==> src/rtl/anc_pkg.sv <==
// Shared types and constants for the ANC sample loop.
// Pure declarations, no logic.
// Imported by the sequencer and by the cup plant model.
package anc_pkg;

    typedef logic signed [15:0] sample_t;

    typedef enum logic [2:0] {
        IDLE       = 3'd0,
        PLANT_REQ  = 3'd1,
        PLANT_WAIT = 3'd2,
        FILT_REQ   = 3'd3,
        FILT_WAIT  = 3'd4,
        UPDATE     = 3'd5
    } seq_state_t;

    localparam logic [7:0] DEFAULT_DELAY = 8'd64;
    localparam logic [7:0] DEFAULT_SCALE = 8'd128;

endpackage

==> src/rtl/anc_sample_sequencer_wait_timer.sv <==
// Wait-state watchdog: counts cycles since the last clear.
// tc_o is high combinationally once the count equals TIMEOUT_CYCLES-1.
// No handshake; the counter holds at terminal count until cleared.
module wait_timer #(
    parameter int TIMEOUT_CYCLES = 1024
) (
    input  logic clk_i,
    input  logic rst_ni,
    input  logic clr_i,
    input  logic en_i,
    output logic tc_o
);

    localparam int TW = (TIMEOUT_CYCLES > 2) ? $clog2(TIMEOUT_CYCLES) : 1;
    localparam logic [TW-1:0] TC_VAL = TW'(TIMEOUT_CYCLES - 1);

    logic [TW-1:0] cnt_q;

    assign tc_o = (cnt_q == TC_VAL);

    // Clear takes priority so each wait state starts counting from zero.
    always_ff @(posedge clk_i or negedge rst_ni) begin
        if (!rst_ni) begin
            cnt_q <= '0;
        end else if (clr_i) begin
            cnt_q <= '0;
        end else if (en_i && !tc_o) begin
            cnt_q <= cnt_q + TW'(1);
        end
    end

endmodule

==> src/rtl/anc_sample_sequencer.sv <==
// Per-sample ANC sequencer: plant request, plant wait, filter request, filter wait, update.
// Latency: strobe in cycle T gives sample_valid_out in T+5 when both done inputs come on their first wait cycle.
// No backpressure: strobes arriving while busy are dropped and counted as overruns.
module anc_sample_sequencer
    import anc_pkg::*;
#(
    parameter logic [7:0] DELAY_RESET    = DEFAULT_DELAY,
    parameter logic [7:0] SCALE_RESET    = DEFAULT_SCALE,
    parameter int         TIMEOUT_CYCLES = 1024,
    parameter int         CNT_W          = 16
) (
    input  logic             clk_in,
    input  logic             reset_in,
    input  logic             sample_strobe_in,
    input  sample_t          ambient_sample_in,
    input  logic [7:0]       cfg_delay_in,
    input  logic [7:0]       cfg_scale_in,
    input  logic             cfg_load_in,
    output logic             plant_ready_out,
    output sample_t          plant_ambient_out,
    output sample_t          plant_speaker_out,
    output logic [7:0]       plant_delay_out,
    output logic [7:0]       plant_scale_out,
    input  logic             plant_done_in,
    input  sample_t          plant_feedback_in,
    output logic             filt_ready_out,
    output sample_t          filt_error_out,
    input  logic             filt_done_in,
    input  sample_t          filt_output_in,
    output sample_t          speaker_sample_out,
    output logic             sample_valid_out,
    output logic             busy_out,
    output logic [CNT_W-1:0] overrun_count_out,
    output logic             timeout_out
);

    seq_state_t       state_q;
    logic             plant_ready_q;
    logic             filt_ready_q;
    logic             valid_q;
    logic             tmo_q;
    sample_t          amb_q;
    sample_t          err_q;
    sample_t          spk_q;
    logic [7:0]       dly_q;
    logic [7:0]       scl_q;
    logic [7:0]       sh_dly_q;
    logic [7:0]       sh_scl_q;
    logic [CNT_W-1:0] ovr_q;
    logic             tmr_clr;
    logic             tmr_en;
    logic             tmr_tc;

    // The request states sit right before each wait state, so clearing there
    // gives every wait state a fresh count starting at zero.
    assign tmr_clr = (state_q == PLANT_REQ) || (state_q == FILT_REQ);
    assign tmr_en  = (state_q == PLANT_WAIT) || (state_q == FILT_WAIT);

    wait_timer #(
        .TIMEOUT_CYCLES(TIMEOUT_CYCLES)
    ) u_wait_timer (
        .clk_i  (clk_in),
        .rst_ni (reset_in),
        .clr_i  (tmr_clr),
        .en_i   (tmr_en),
        .tc_o   (tmr_tc)
    );

    // Shadow configuration: captured whenever requested, regardless of state.
    always_ff @(posedge clk_in or negedge reset_in) begin
        if (!reset_in) begin
            sh_dly_q <= DELAY_RESET;
            sh_scl_q <= SCALE_RESET;
        end else if (cfg_load_in) begin
            sh_dly_q <= cfg_delay_in;
            sh_scl_q <= cfg_scale_in;
        end
    end

    // Overrun counter: a strobe that lands in any non-idle state is dropped.
    always_ff @(posedge clk_in or negedge reset_in) begin
        if (!reset_in) begin
            ovr_q <= '0;
        end else if (sample_strobe_in && (state_q != IDLE) && (ovr_q != {CNT_W{1'b1}})) begin
            ovr_q <= ovr_q + {{(CNT_W-1){1'b0}}, 1'b1};
        end
    end

    // Sequencer FSM with registered data latches and one-cycle start/valid pulses.
    always_ff @(posedge clk_in or negedge reset_in) begin
        if (!reset_in) begin
            state_q       <= IDLE;
            plant_ready_q <= 1'b0;
            filt_ready_q  <= 1'b0;
            valid_q       <= 1'b0;
            tmo_q         <= 1'b0;
            amb_q         <= '0;
            err_q         <= '0;
            spk_q         <= '0;
            dly_q         <= DELAY_RESET;
            scl_q         <= SCALE_RESET;
        end else begin
            plant_ready_q <= 1'b0;
            filt_ready_q  <= 1'b0;
            valid_q       <= 1'b0;
            case (state_q)
                IDLE: begin
                    if (sample_strobe_in) begin
                        amb_q         <= ambient_sample_in;
                        // A load in the acceptance cycle bypasses the shadow so it applies to this sample.
                        dly_q         <= cfg_load_in ? cfg_delay_in : sh_dly_q;
                        scl_q         <= cfg_load_in ? cfg_scale_in : sh_scl_q;
                        plant_ready_q <= 1'b1;
                        state_q       <= PLANT_REQ;
                    end
                end
                PLANT_REQ: begin
                    state_q <= PLANT_WAIT;
                end
                PLANT_WAIT: begin
                    if (plant_done_in) begin
                        err_q        <= plant_feedback_in;
                        filt_ready_q <= 1'b1;
                        state_q      <= FILT_REQ;
                    end else if (tmr_tc) begin
                        tmo_q   <= 1'b1;
                        state_q <= IDLE;
                    end
                end
                FILT_REQ: begin
                    state_q <= FILT_WAIT;
                end
                FILT_WAIT: begin
                    if (filt_done_in) begin
                        spk_q   <= filt_output_in;
                        valid_q <= 1'b1;
                        state_q <= UPDATE;
                    end else if (tmr_tc) begin
                        tmo_q   <= 1'b1;
                        state_q <= IDLE;
                    end
                end
                UPDATE: begin
                    state_q <= IDLE;
                end
                default: begin
                    state_q <= IDLE;
                end
            endcase
        end
    end

    assign plant_ready_out    = plant_ready_q;
    assign plant_ambient_out  = amb_q;
    // The speaker sample produced last time is what the plant hears now: one-sample loop delay.
    assign plant_speaker_out  = spk_q;
    assign plant_delay_out    = dly_q;
    assign plant_scale_out    = scl_q;
    assign filt_ready_out     = filt_ready_q;
    assign filt_error_out     = err_q;
    assign speaker_sample_out = spk_q;
    assign sample_valid_out   = valid_q;
    assign busy_out           = (state_q != IDLE);
    assign overrun_count_out  = ovr_q;
    assign timeout_out        = tmo_q;

endmodule

==> config.mk <==
export PLATFORM = sky130hd
export DESIGN_NAME = anc_sample_sequencer
export DESIGN_NICKNAME = d
export VERILOG_FILES = /design/src/rtl/anc_pkg.sv /design/src/rtl/anc_sample_sequencer_wait_timer.sv /design/src/rtl/anc_sample_sequencer.sv
export SDC_FILE = /design/constraint.sdc
export NUM_CORES = 1
export LEC_CHECK = 0
export ABC_AREA = 1
export BUFFER_PORTS_ARGS = -buffer_cell sky130_fd_sc_hd__buf_4
export CAP_MARGIN = 20
export CORE_UTILIZATION = 40
export CTS_BUF_LIST = sky130_fd_sc_hd__clkbuf_16
export CTS_CLUSTER_DIAMETER = 100
export CTS_CLUSTER_SIZE = 28
export DETAILED_ROUTE_END_ITERATION = 8
export GPL_ROUTABILITY_DRIVEN = 0
export PLACE_DENSITY_LB_ADDON = 0.1
export SKIP_CTS_REPAIR_TIMING = 1
export SLEW_MARGIN = 20
export SYNTH_ARGS = -nofsm -noshare
export SYNTH_HDL_FRONTEND = slang
export SYNTH_SLANG_ARGS = --single-unit
==> constraint.sdc <==
create_clock -name clk_in -period 2.24 [get_ports clk_in]
set_clock_uncertainty 0.2 [all_clocks]
set_input_delay 0.448 -clock clk_in [delete_from_list [all_inputs] [get_ports clk_in]]
set_output_delay 0.448 -clock clk_in [all_outputs]
set_load 0.01 [all_outputs]
==> impl_metrics.toml <==
[status]
outcome = "finished clean"

[place]
dp_hpwl_um = 8270
port-buffer-count = 170
place_inst = 893
place_ws_ns = 0.388

[logic_synthesis]
ys_warn_count = 0
seq_area_frac_synth_pct = 56.5
synth_edf_count = 0
synth_top_area_cell = "dfrtp_1"
async_flop_share_pct = 100
ys_types = 31
avgSynthCellArea_um2 = 8.68
synth_top_cell_area_share_pct = 54.4
postSynthCellCount = 578
ys.flop_type = "dfrtp_1"
synth.area.top_cells = "dfrtp_1, nand2_1, mux2_2"
synth-seq-cells = 113
syn-num-nets = 650
synth_most_common_cell = "nand2_1"
syn-cell-area_mm2 = 0.00502
netlist_top_cells_count = "nand2_1, dfrtp_1, inv_1"

[detailed_routing]
num_vias = 4217
avgViaCountPerCell = 4.55
drt_iter0_drc = 135
wire_per_inst_um = 12.8
ant_nets = 0
wirelength_um = 11900
drtPass1Iterations = 4
drc_errors = 0

[floorplan]
std_cell_rows = 40
die_y_um = 114
fp.dieW_um = 114
die_area_mm2 = 0.0130
start_util_pct = 41.4
ioPinCount = 171
core_area_mm2 = 0.0121

[setup_path]
critical_path.max_stage_delay_ns = 0.45
crit_chain = "nor2_4 > nand2_4 > buf_4"
cp.required_ns = 1.59
crit_path_end_kind = "output port"
crit_path_start_kind = "flop"
cp_slowest_cell = "dfrtp_1"
critPathBufInv = 1
crit_arrival_ns = 1.29
critPathKind = "flop to output port"
crit_fanout = 5
path_delay_family = "flip-flops"

[grt]
grt_pass1_wl_um = 19300
grt_usage_pct = 19.2
overflow = 0
antenna_found_initial = 0
grt_pass1_vias = 4030
grt_max_degree = 41

[cts]
cts-root-buf = "clkbuf_16"
cts_tree = "done"
cts_buffer_depth = 2
path_clk_slew_ns = 0.05
insertion_delay_ns = 0.41
clock_sinks = 113
h-tree-depth = 4
numCtsBuffers = 17

[power]
power_switching_w = 0.00290
max-vdd-ir-drop_mv = 0.596
pwr-share-seq_pct = 36.5
clkPwrFrac_pct = 29.2
p_leak_nw = 3.80
switching_share_pct = 33.3
pwr_density_cell_mw_per_mm2 = 1250
power.internal_w = 0.00581
p_comb_share_pct = 34.3

[sta]
max_slew_margin_pct = 62.1
hold_violations = 0
setup-violations-final = 0
hold_ws_ns = 0.0327
fin_crit_ns = 1.94
fin_crit_sh_pct = 86.7
fmax_mhz = 515
setup_ws_ns = 0.298
worst_pin_slew_ns = 0.568
rsz0062_at_grt = "no"
drv_slew = 0
fin_tns_setup_ns = 0

[final_layout]
finalNetCount = 817
area_delta_synth_final_pct = 38.4
diodes = 0
stdcell_count = 926
fillerInstances = 1087
drive_gt1_share_pct = 30.9
utilization_pct = 57.3

[hold_path]
worstHoldPathType = "input port to flop"

[run]
cap_violations = 0
## per-layer routing
metal  wire length, µm  GRT usage [%]  part of all wire [%]
met5                 0              0                     0
met2              5930           30.9                    50
met1              5220           24.3                    44
met3               567           6.22                   4.8
met4               174           7.10                   1.5
## logic make-up (layout without fill, tap and decap cells)
group | after synthesis | count (layout) | synth area share [%]
AO/OA/AOI/OAI | 12 | 12 | 1.65
adder cells (fa/ha/maj) | 2 | 2 | 0.499
buffers and inverters | 63 | 243 | 6.61
multiplexers | 16 | 16 | 3.59
AND/OR/NAND/NOR | 360 | 360 | 29.1
flip-flops | 113 | 113 | 56.5
XOR/XNOR | 12 | 12 | 2.10
## area by class of cell
class / count / area [µm²] / share of cell area [%]
flip-flops and latches: 113 / 2830 / 40.8
clock buffers: 17 / 425 / 6.13
clock inverters: 15 / 135 / 1.95
well taps: 168 / 210 / 3.03
inverters: 33 / 124 / 1.78
multi-input cells: 402 / 1850 / 26.7
repair buffers: 178 / 1360 / 19.6
## worst min-delay path, delay by kind of cell
family	cells	cell delay, ns
AND/OR/NAND/NOR	2	0.08
buffers and inverters	1	0.08
## power groups by stage
stage | logic, W | registers (W) | clock network [W]
6_report | 0.00299 | 0.00318 | 0.00254
3_5_place_dp | 0.00303 | 0.00320 | 0
3_3_place_gp | 0.00298 | 0.00318 | 0
5_1_grt | 0.00332 | 0.00327 | 0.00271
2_1_floorplan | 0.00141 | 0.00341 | 0
4_1_cts | 0.00304 | 0.00319 | 0.00262
## worst paths after layout
check | cells after the start | slack, ns | from | end
setup / recovery | 3 | 0.30 | state_q[1] | busy_out
hold / removal | 3 | 0.03 | filt_output_in[4] | plant_speaker_out[4]
setup reg to reg | 8 | 0.37 | u_wait_timer.cnt_q[0] | u_wait_timer.cnt_q[5]
hold reg to reg | 2 | 0.27 | plant_scale_out[7] | plant_scale_out[7]
max in group asynchronous | 3 | 1.04 | reset_in | sh_dly_q[4]
min in group asynchronous | 2 | 0.23 | reset_in | plant_speaker_out[13]
## sequential cells by signal (all words and copies together) (netlist names), 8 cells and up
register            cells
plant_ambient_out      16
overrun_count_out      16
plant_delay_out         8
sh_dly_q                8
u_wait_timer.cnt_q     10
plant_speaker_out      16
sh_scl_q                8
plant_scale_out         8
filt_error_out         16
## placed cells by master, fill, tap and decap left out, types with 5 or more instances in the layout
master,synthesis,final
clkbuf_16,0,17
buf_4,18,175
xnor2_1,6,6
clkinv_1,1,8
nand2_1,301,301
nand3_1,19,19
o21ai_0,5,5
inv_2,5,5
nand4_1,9,9
nor2_1,20,20
mux2_2,16,16
xor2_1,6,6
inv_1,27,32
dfrtp_1,109,109
## per-stage QoR
stage	instance area (µm²)	total power, W
after floorplan	5020	0.00482
after detailed placement	6370	0.00623
after global placement	6370	0.00616
after CTS	6930	0.00885
final	6940	0.00871
after global routing	6940	0.00931
Note: power is estimated with default switching activity, not from simulation.
